==> config.mk <==
export PLATFORM = sky130hd
export DESIGN_NAME = exec_unit_pipe
export DESIGN_NICKNAME = d
export VERILOG_FILES = /design/src/rtl/exec_unit_pipe.sv
export SDC_FILE = /design/constraint.sdc
export NUM_CORES = 1
export LEC_CHECK = 0
export CAP_MARGIN = 5
export CORE_MARGIN = 2
export CORE_UTILIZATION = 52
export CTS_CLUSTER_SIZE = 12
export DETAILED_ROUTE_END_ITERATION = 16
export PLACE_DENSITY = 0.83
export REMOVE_ABC_BUFFERS = 1
export SYNTH_ARGS = -nofsm -noshare
export SYNTH_HDL_FRONTEND = slang
export SYNTH_SLANG_ARGS = --single-unit
==> constraint.sdc <==
create_clock -name clk -period 4.5 [get_ports clk]
set_input_delay 0.9 -clock clk [delete_from_list [all_inputs] [get_ports clk]]
set_output_delay 0.9 -clock clk [all_outputs]
set_load 0.1 [all_outputs]
==> src/rtl/exec_unit_pipe.sv <==
// Execution unit: single-cycle ALU with writeback bypass, plus load/store through a
// request/response memory port. Counts retired instructions (saturating).
module exec_unit_pipe #(
   parameter int unsigned DATA_W  = 8,
   parameter int unsigned RADDR_W = 3,
   parameter int unsigned MADDR_W = 8,
   parameter int unsigned CNT_W   = 16
) (
   input  logic               clk,
   input  logic               reset,
   input  logic               in_valid,
   output logic               in_ready,
   input  logic [3:0]         opcode,
   input  logic [RADDR_W-1:0] opa_addr,
   input  logic [RADDR_W-1:0] opb_addr,
   input  logic [RADDR_W-1:0] dest_addr,
   output logic [RADDR_W-1:0] rf_a_addr,
   output logic [RADDR_W-1:0] rf_b_addr,
   input  logic [DATA_W-1:0]  rf_a_data,
   input  logic [DATA_W-1:0]  rf_b_data,
   output logic               mem_req_valid,
   input  logic               mem_req_ready,
   output logic               mem_we,
   output logic [MADDR_W-1:0] mem_addr,
   output logic [DATA_W-1:0]  mem_wdata,
   input  logic               mem_rsp_valid,
   input  logic [DATA_W-1:0]  mem_rdata,
   output logic               wb_valid,
   output logic [RADDR_W-1:0] wb_addr,
   output logic [DATA_W-1:0]  wb_data,
   output logic               flag_z,
   output logic               flag_c,
   output logic               busy,
   output logic [CNT_W-1:0]   retired
);

   localparam int unsigned SH_W = $clog2(DATA_W);

   localparam logic [3:0] OP_ADD   = 4'd0;
   localparam logic [3:0] OP_SUB   = 4'd1;
   localparam logic [3:0] OP_AND   = 4'd2;
   localparam logic [3:0] OP_OR    = 4'd3;
   localparam logic [3:0] OP_LOAD  = 4'd4;
   localparam logic [3:0] OP_STORE = 4'd5;
   localparam logic [3:0] OP_XOR   = 4'd6;
   localparam logic [3:0] OP_SHL   = 4'd7;
   localparam logic [3:0] OP_SHR   = 4'd8;
   localparam logic [3:0] OP_MOV   = 4'd9;

   typedef enum logic [1:0] {IDLE, REQ, WAIT} state_t;

   state_t              state, state_nxt;
   logic                accept, retire, is_alu, is_mem, alu_c;
   logic [DATA_W-1:0]   opa, opb, alu_res;
   logic [DATA_W:0]     sh_ext;
   logic [SH_W-1:0]     shamt;
   logic [RADDR_W-1:0]  dest_q;

   assign in_ready  = (state == IDLE);
   assign busy      = (state != IDLE);
   assign accept    = in_valid && in_ready;
   assign rf_a_addr = opa_addr;
   assign rf_b_addr = opb_addr;

   // Forward the writeback in flight so back-to-back dependents see the new value
   assign opa   = (wb_valid && wb_addr == opa_addr) ? wb_data : rf_a_data;
   assign opb   = (wb_valid && wb_addr == opb_addr) ? wb_data : rf_b_data;
   assign shamt = opb[SH_W-1:0];
   assign is_mem = (opcode == OP_LOAD) || (opcode == OP_STORE);

   always_comb begin
      alu_res = '0;
      alu_c   = 1'b0;
      is_alu  = 1'b1;
      sh_ext  = '0;
      case (opcode)
         OP_ADD: {alu_c, alu_res} = {1'b0, opa} + {1'b0, opb};
         OP_SUB: {alu_c, alu_res} = {1'b0, opa} - {1'b0, opb};
         OP_AND: alu_res = opa & opb;
         OP_OR:  alu_res = opa | opb;
         OP_XOR: alu_res = opa ^ opb;
         OP_MOV: alu_res = opa;
         // Extra guard bit catches the last bit shifted out (stays 0 for amount 0)
         OP_SHL: begin
            sh_ext = {1'b0, opa} << shamt;
            {alu_c, alu_res} = sh_ext;
         end
         OP_SHR: begin
            sh_ext = {opa, 1'b0} >> shamt;
            {alu_res, alu_c} = sh_ext;
         end
         default: is_alu = 1'b0;
      endcase
   end

   always_ff @(posedge clk or posedge reset) begin
      if (reset) state <= IDLE;
      else       state <= state_nxt;
   end

   always_comb begin
      state_nxt = state;
      retire    = 1'b0;
      case (state)
         IDLE: if (accept) begin
            if (is_mem) state_nxt = REQ;
            else        retire    = 1'b1;
         end
         REQ: if (mem_req_ready) begin
            if (mem_we) begin
               state_nxt = IDLE;
               retire    = 1'b1;
            end else begin
               state_nxt = WAIT;
            end
         end
         WAIT: if (mem_rsp_valid) begin
            state_nxt = IDLE;
            retire    = 1'b1;
         end
         default: state_nxt = IDLE;
      endcase
   end

   always_ff @(posedge clk or posedge reset) begin
      if (reset) begin
         mem_req_valid <= 1'b0;
         mem_we        <= 1'b0;
         mem_addr      <= '0;
         mem_wdata     <= '0;
         dest_q        <= '0;
         wb_valid      <= 1'b0;
         wb_addr       <= '0;
         wb_data       <= '0;
         flag_z        <= 1'b0;
         flag_c        <= 1'b0;
         retired       <= '0;
      end else begin
         wb_valid <= 1'b0;
         case (state)
            IDLE: if (accept) begin
               if (is_mem) begin
                  mem_req_valid <= 1'b1;
                  mem_we        <= (opcode == OP_STORE);
                  mem_addr      <= opb[MADDR_W-1:0];
                  mem_wdata     <= opa;
                  dest_q        <= dest_addr;
               end else if (is_alu) begin
                  wb_valid <= 1'b1;
                  wb_addr  <= dest_addr;
                  wb_data  <= alu_res;
                  flag_z   <= (alu_res == '0);
                  flag_c   <= alu_c;
               end
            end
            REQ: if (mem_req_ready) mem_req_valid <= 1'b0;
            WAIT: if (mem_rsp_valid) begin
               wb_valid <= 1'b1;
               wb_addr  <= dest_q;
               wb_data  <= mem_rdata;
            end
            default: ;
         endcase
         if (retire && retired != '1) retired <= retired + CNT_W'(1);
      end
   end

endmodule

# ---- Word level (Yosys, flattened, before mapping)
# Index checks and enable logic that the tools add are counted.
dict set report word_totals {
  reg_bits 53
  input_bits 42
  out_inout_bits 56
  word_cells 93
}
dict set report op_classes {
  n_addsub 3
  eq_ne 20
  shift 2
  n_mux 35
  n_bitwise 4
  n_reduce_logical 17
}
# operator count
set ops {}
lappend ops {{8-bit case mux with 8 select lines} 1}
lappend ops {{8-bit 2-to-1 mux} 6}
lappend ops {{16-bit by 1-bit adder with 16-bit output, second input constant} 1}
lappend ops {{4-bit by 3-bit equality test with 1-bit output, second input constant} 4}
lappend ops {{16-bit inequality test, second input constant} 1}
lappend ops {{8-bit case mux with 2 select lines} 1}
lappend ops {{1-bit 2-to-1 mux} 12}
lappend ops {{3-bit 2-to-1 mux} 4}
lappend ops {{4-bit AND reduction} 3}
lappend ops {{2-bit 2-to-1 mux} 5}
lappend ops {{8-bit by 8-bit adder with 9-bit output} 1}
lappend ops {{8-bit by 3-bit << shifter with 9-bit output} 1}
lappend ops {{9-bit by 3-bit right shift with 9-bit output} 1}
lappend ops {{8-bit by 8-bit subtractor with 9-bit output} 1}
lappend ops {{8-bit bitwise AND} 1}
lappend ops {{4-bit by 2-bit equality test with 1-bit output, second input constant} 2}
lappend ops {{4-bit equality test, second input constant} 2}
lappend ops {{8-bit zero test} 1}
lappend ops {{8-bit bitwise OR} 1}
lappend ops {{8-bit OR reduction} 1}
lappend ops {{8-bit XOR} 1}
lappend ops {{3-bit equality test} 2}
lappend ops {{2-bit by 1-bit inequality test with 1-bit output, second input constant} 3}
lappend ops {{2-bit inequality test, second input constant} 3}
lappend ops {{other kinds (16)} 22}

# ---- Logic depth before layout (Yosys ltp)
dict set report depth {
  ltp_word 9
  depth_mapped 16
  depth_no_buf 15
}

# ---- Worst setup path after synthesis
# No wires, ideal clock.
dict set report synth_timing {
  kind {reg2reg}
  from {register wb_addr[2]}
  to {register flag_c}
  setup_ns 0.126
  t_arrival_ns 4.122
  t_required_ns 4.374
  path_slack_ns 0.252
  stages_incl_launch_ff 16
  path_buffers 0
  synth_period_minus_slack_ns 4.248
  path_cell_list {dfrtp_1 > xnor2_1 > nand4_4 > mux2i_1 > inv_1 > ha_1 > fa_1 > nand3_1 > nand2_1 > a31oi_1 > o21ai_0 > a21oi_1 > nor3_1 > a21oi_1 > or4b_1 > mux2_2}
}
dict set report synth_between {
  elab_chain_cells 5
  elab_cells_between_ends 11
  cone_classes {2 x add/sub; 2 x eq/ne; 2 x shift; 3 x mux; 2 x reduce/logical}
}
# item line_no
set synth_lines {}
lappend synth_lines {{start, declared} 29} ;# output logic [RADDR_W-1:0] wb_addr,
lappend synth_lines {{start signal, assigned} 150} ;# wb_addr <= dest_addr;
lappend synth_lines {{start signal, assigned} 159} ;# wb_addr <= dest_q;
lappend synth_lines {{3-bit equality test *} 66} ;# assign opa = (wb_valid && wb_addr == opa_addr) ? wb_data : rf_a_data;
lappend synth_lines {{1-bit logical AND *} 66}
lappend synth_lines {{8-bit 2-to-1 mux *} 66}
lappend synth_lines {{net opa[0]} 54} ;# logic [DATA_W-1:0] opa, opb, alu_res;
lappend synth_lines {{8-bit by 8-bit subtractor with 9-bit output, or another cell as far along} 78} ;# OP_SUB: {alu_c, alu_res} = {1'b0, opa} - {1'b0, opb};
lappend synth_lines {{1-bit case mux with 4 select lines *} 76} ;# case (opcode)
lappend synth_lines {{end signal, assigned} 153} ;# flag_c <= alu_c;
lappend synth_lines {{end, declared} 32} ;# output logic flag_c,
# The timed path passes the listed nets; every way through them passes the cells marked *.
# A chain may end at the register's enable or synchronous reset.

# ---- Worst setup path in the final report
dict set report layout_timing {
  from {input opb_addr[2]}
  to {register wb_data[5]}
}
dict set report layout_between {
  elab_chain_cells 9
  elab_cells_between_ends 15
  cone_classes {2 x add/sub; 1 x eq/ne; 2 x shift; 6 x mux; 3 x bitwise; 1 x reduce/logical}
}
# item line_no
set layout_lines {}
lappend layout_lines {{start, declared} 15} ;# input logic [RADDR_W-1:0] opb_addr,
lappend layout_lines {{3-bit equality test *} 67} ;# assign opb = (wb_valid && wb_addr == opb_addr) ? wb_data : rf_b_data;
lappend layout_lines {{1-bit logical AND *} 67}
lappend layout_lines {{8-bit 2-to-1 mux *} 67}
lappend layout_lines {{8-bit by 8-bit subtractor with 9-bit output, or another cell as far along} 78}
lappend layout_lines {{8-bit case mux with 8 select lines *} 76}
lappend layout_lines {{8-bit 2-to-1 mux *} 148} ;# end else if (is_alu) begin
lappend layout_lines {{8-bit 2-to-1 mux *} 142} ;# if (is_mem) begin
lappend layout_lines {{8-bit 2-to-1 mux *} 141} ;# IDLE: if (accept) begin
lappend layout_lines {{8-bit case mux with 2 select lines *} 140} ;# case (state)
lappend layout_lines {{end signal, assigned} 151} ;# wb_data <= alu_res;
lappend layout_lines {{end signal, assigned} 160} ;# wb_data <= mem_rdata;
lappend layout_lines {{end, declared} 30} ;# output logic [DATA_W-1:0] wb_data,
# Mark *: on every way between the ends. The rest lies on a longest branch, timed or not. The select of a mux whose other input is x is not followed.

==> metrics.md <==
| Metric | Value |
|---|---|
| First-pass GRT wire length | between 20000 and 25000 um |
| Max Slew Vio Count | 0 |
| Total global routing overflow | 0 |
| Placed cells | a little over 700 |
| FMAX | between 200 and 250 MHz |
| Pwr dens | approximately 460 nW/um^2 |
| Synth warn | 0 |
| GP Congestion | between 0.9 and 1 |
| Post-synth EDFFs | 0 |
| Setup Buffers After CTS | 0 |
| Met3 Usage GRT | 5.38% |
| Die width | ~95 um |
| Core Util, Final | a little over two thirds |
| CTS Sinks | 53 |
| Die height | 95.3 um |
| LEAKAGE | roughly 0.0026 uW |
| Cell area after layout | ~5700 sq um |
| Final net count | 692 |
| GRT Overall Usage | 33.2% |
| Gr busiest metal | met2 |
| Vias in the first global route | 4233 |
| Endpoint type of the worst setup path | flop |
| Cells after Synth | between 500 and 600 |
| FP Rows | 33 |
| Non-Filler Instances | 727 |
| RSZ-0062 raised after global routing | false |
| Core area | between 8000 and 9000 sq um |
| Post-synthesis register bit count | 53 |
| Via-to-Cell Ratio | around 6 |
| Worst r2r src | wb_addr[1] |
| I/O pin count | about 100 |
| H-tree depth | 2 |
| Pin slew with the least headroom to its limit | about 1.0 ns |
| Num CTS Buffers | 5 |
| Final setup viols | 0 |
| WS Path Type | in2reg |
| Die area | between 9000 and 10000 sq um |
| # hold bufs at CTS | 0 |
| Setup_tns | 0 ns |
| Final worst path period need | about 4.3 ns |
| Crit path DAT | between 4 and 5 ns |
| Routed WL | ~15000 um |
| Slew headroom | between 30% and 40% |
| Run status | complete, no violations |
| Initial Util | a little over half |
| HP Class | reg2reg |
| Clock buffer depth | 2 |
| I/O Buffers | 97 |
| Crit path from | opb_addr[2] |
| GRT met2 Usage | between 50% and 60% |
| Inserted Diodes | 0 |
| CP Cell Sequence | clkdlybuf4s50_1 -> xnor2_1 -> nand4_1 -> buf_4 -> mux2_4 -> inv_2 -> ha_1 -> o21ba_2 -> o21bai_1 -> a21oi_1 -> nor2b_1 -> xnor2_1 -> o221ai_1 -> nor3_1 -> buf_4 -> o21ai_0 -> mux2_2 |
| GR Util met1 | approximately 47% |
| DRC | 0 |
| Clock slew at reported path FFs | roughly 0.11 ns |
| Critical Path RT | approximately 4.7 ns |
| Synthesized area per cell | ~8.6 sq um |
| Synth-to-Final Area Change | 31.9% |
| Seq/Total Area, Yosys | between 30% and 40% |
| CP Max Fanout | 5 |
| Crit path max-delay cell type | clkdlybuf4s50_1 |
| DP Area | roughly 5600 sq um |
| DP Worst Slack | -0.0912 ns |
| Period utilisation layout | approximately 96% |
| Post-route ant nets | 0 |
| Hold Startpoint | mem_addr[7] |
| Max Cap Viol | 0 |
| Via count | roughly 4400 |
| Worst setup SP type | primary input |
| Largest net degree at the start of global routing | 54 |
| Max VDD drop | approximately 0.57 mV |
| Post-Syn Area | approximately 4300 sq um |
| Ys flop type | dfrtp_1 |
| Final Hold Vio Count | 0 |
| Post-synth ARST share | 100% |
| Setup ws final | ~0.19 ns |
| Final Skew | a little over 0.01 ns |
| Crit path largest cell delay | ~0.5 ns |
| Share of cells above drive strength 1 | 14.5% |
| Initial antenna violation count | 0 |
| Yosys cell types | just under 60 |
| Worst-Skew Late Latency | between 0.3 and 0.4 ns |
| DP HPWL | 11500 um |
| Drt first-iter violations | approximately 350 |
| Drt pass-1 iters | 5 |
| Average wire per standard cell | about 20 um |
| Root Buffer | clkbuf_8 |
| CTS tree | built |
final timing paths:
check | to | slack (ns) | depth (start not counted)
min in group asynchronous | mem_wdata[2] | 0.82 | 2
min | mem_addr[7] | 0.49 | 2
max | wb_data[5] | 0.19 | 17
max reg2reg | wb_data[5] | 0.79 | 16
min reg2reg | mem_addr[7] | 0.49 | 2
max in group asynchronous | state[0] | 3.16 | 3
cells in the mapped netlist, drive strengths merged, types with 5 or more instances:
| library cell | n | share of area [%] |
|---|---|---|
| a211oi | 6 | 1.0 |
| a21oi | 16 | 1.8 |
| a31oi | 7 | 1.0 |
| and3 | 5 | 0.72 |
| buf | 11 | 1.7 |
| clkbuf | 17 | 1.5 |
| dfrtp | 53 | 31 |
| ha | 27 | 7.8 |
| inv | 25 | 2.2 |
| mux2 | 16 | 4.3 |
| mux2i | 35 | 9.1 |
| nand2 | 78 | 6.8 |
| nand3 | 7 | 0.81 |
| nand4 | 13 | 2.2 |
| nor2 | 37 | 3.2 |
| nor3 | 19 | 2.2 |
| o21ai | 36 | 4.2 |
| o22ai | 8 | 1.2 |
| xnor2 | 22 | 4.4 |
| xor2 | 6 | 1.2 |
registers in the layout (all words and copies together) (netlist names):
register	flops
retired	16
mem_addr	8
mem_wdata	8
wb_data	8
dest_q	3
wb_addr	3
state	2
flag_c	1
flag_z	1
mem_req_valid	1
mem_we	1
wb_valid	1
layout make-up:
type / instances / area [sq um]
fill: 654 / 2410
clock buffer: 5 / 68.8
timing repair buffer: 137 / 1270
multi-input combinational: 398 / 2780
tap: 105 / 131
inverter: 26 / 97.6
sequential: 53 / 1330
clock inverter: 3 / 47.5
metal layers:
metal	vias up	part of all wire, %
li1	2026	-
met1	2084	44
met2	216	47
met3	35	7.5
met4	0	1.8
met5	-	0
layout by cell type, fill, tap and decap left out, drive strengths merged, types with 4 or more instances in the layout:
| cell type | netlist | layout |
|---|---|---|
| a21oi | 16 | 16 |
| and3 | 5 | 5 |
| a211oi | 6 | 6 |
| mux2 | 16 | 16 |
| o221ai | 4 | 4 |
| o22ai | 8 | 8 |
| a31oi | 7 | 7 |
| clkdlybuf4s50 | 0 | 91 |
| mux2i | 35 | 35 |
| o21ai | 36 | 36 |
| o21bai | 4 | 4 |
| or3 | 4 | 4 |
| nand3 | 7 | 7 |
| nor2b | 4 | 4 |
| ha | 27 | 27 |
| nand4 | 13 | 13 |
| buf | 11 | 46 |
| dfrtp | 53 | 53 |
| nand2b | 4 | 4 |
| xor2 | 6 | 6 |
| clkbuf | 17 | 5 |
| nor2 | 37 | 37 |
| a22oi | 4 | 4 |
| nand2 | 78 | 78 |
| nor3 | 19 | 19 |
| xnor2 | 22 | 22 |
| inv | 25 | 27 |
metrics by stage:
stage          power [uW]  hold slack (ns)
2_1_floorplan        1810            0.479
3_3_place_gp         2270            0.461
3_5_place_dp         2290            0.470
4_1_cts              2640            0.495
5_1_grt              2750            0.515
6_report             2650            0.491
critical path, delay by kind of cell:
kind / cells / cell delay (ns)
muxes: 2 / 0.64
adders and majority gates: 1 / 0.24
xor gates and xnor gates: 2 / 0.27
buffers and inverters: 4 / 1.02
AOI/OAI and AO/OA: 5 / 0.69
and+or+nand+nor: 3 / 0.74
cells by family after synthesis:
kind of cell	Yosys count	share of synthesized area, %
simple gates	178	19.0
compound gates	112	17.2
buf+inv	54	5.40
flops	53	30.6
mux	51	13.4
fa+ha+maj	29	8.72
xor+xnor	28	5.66
report_power, final:
part	switching, uW	leakage [uW]	internal (uW)
Combinational	1150	0.00187	451
Sequential	116	0.000677	581
Clock	178	0.0000591	170
timing repair:
action	CTS	global route
endpoints found under the hold margin	0	0
setup endpoints to repair	0	2
gates resized for setup	0	1
No activity file was read; power rests on OpenSTA's default activity.
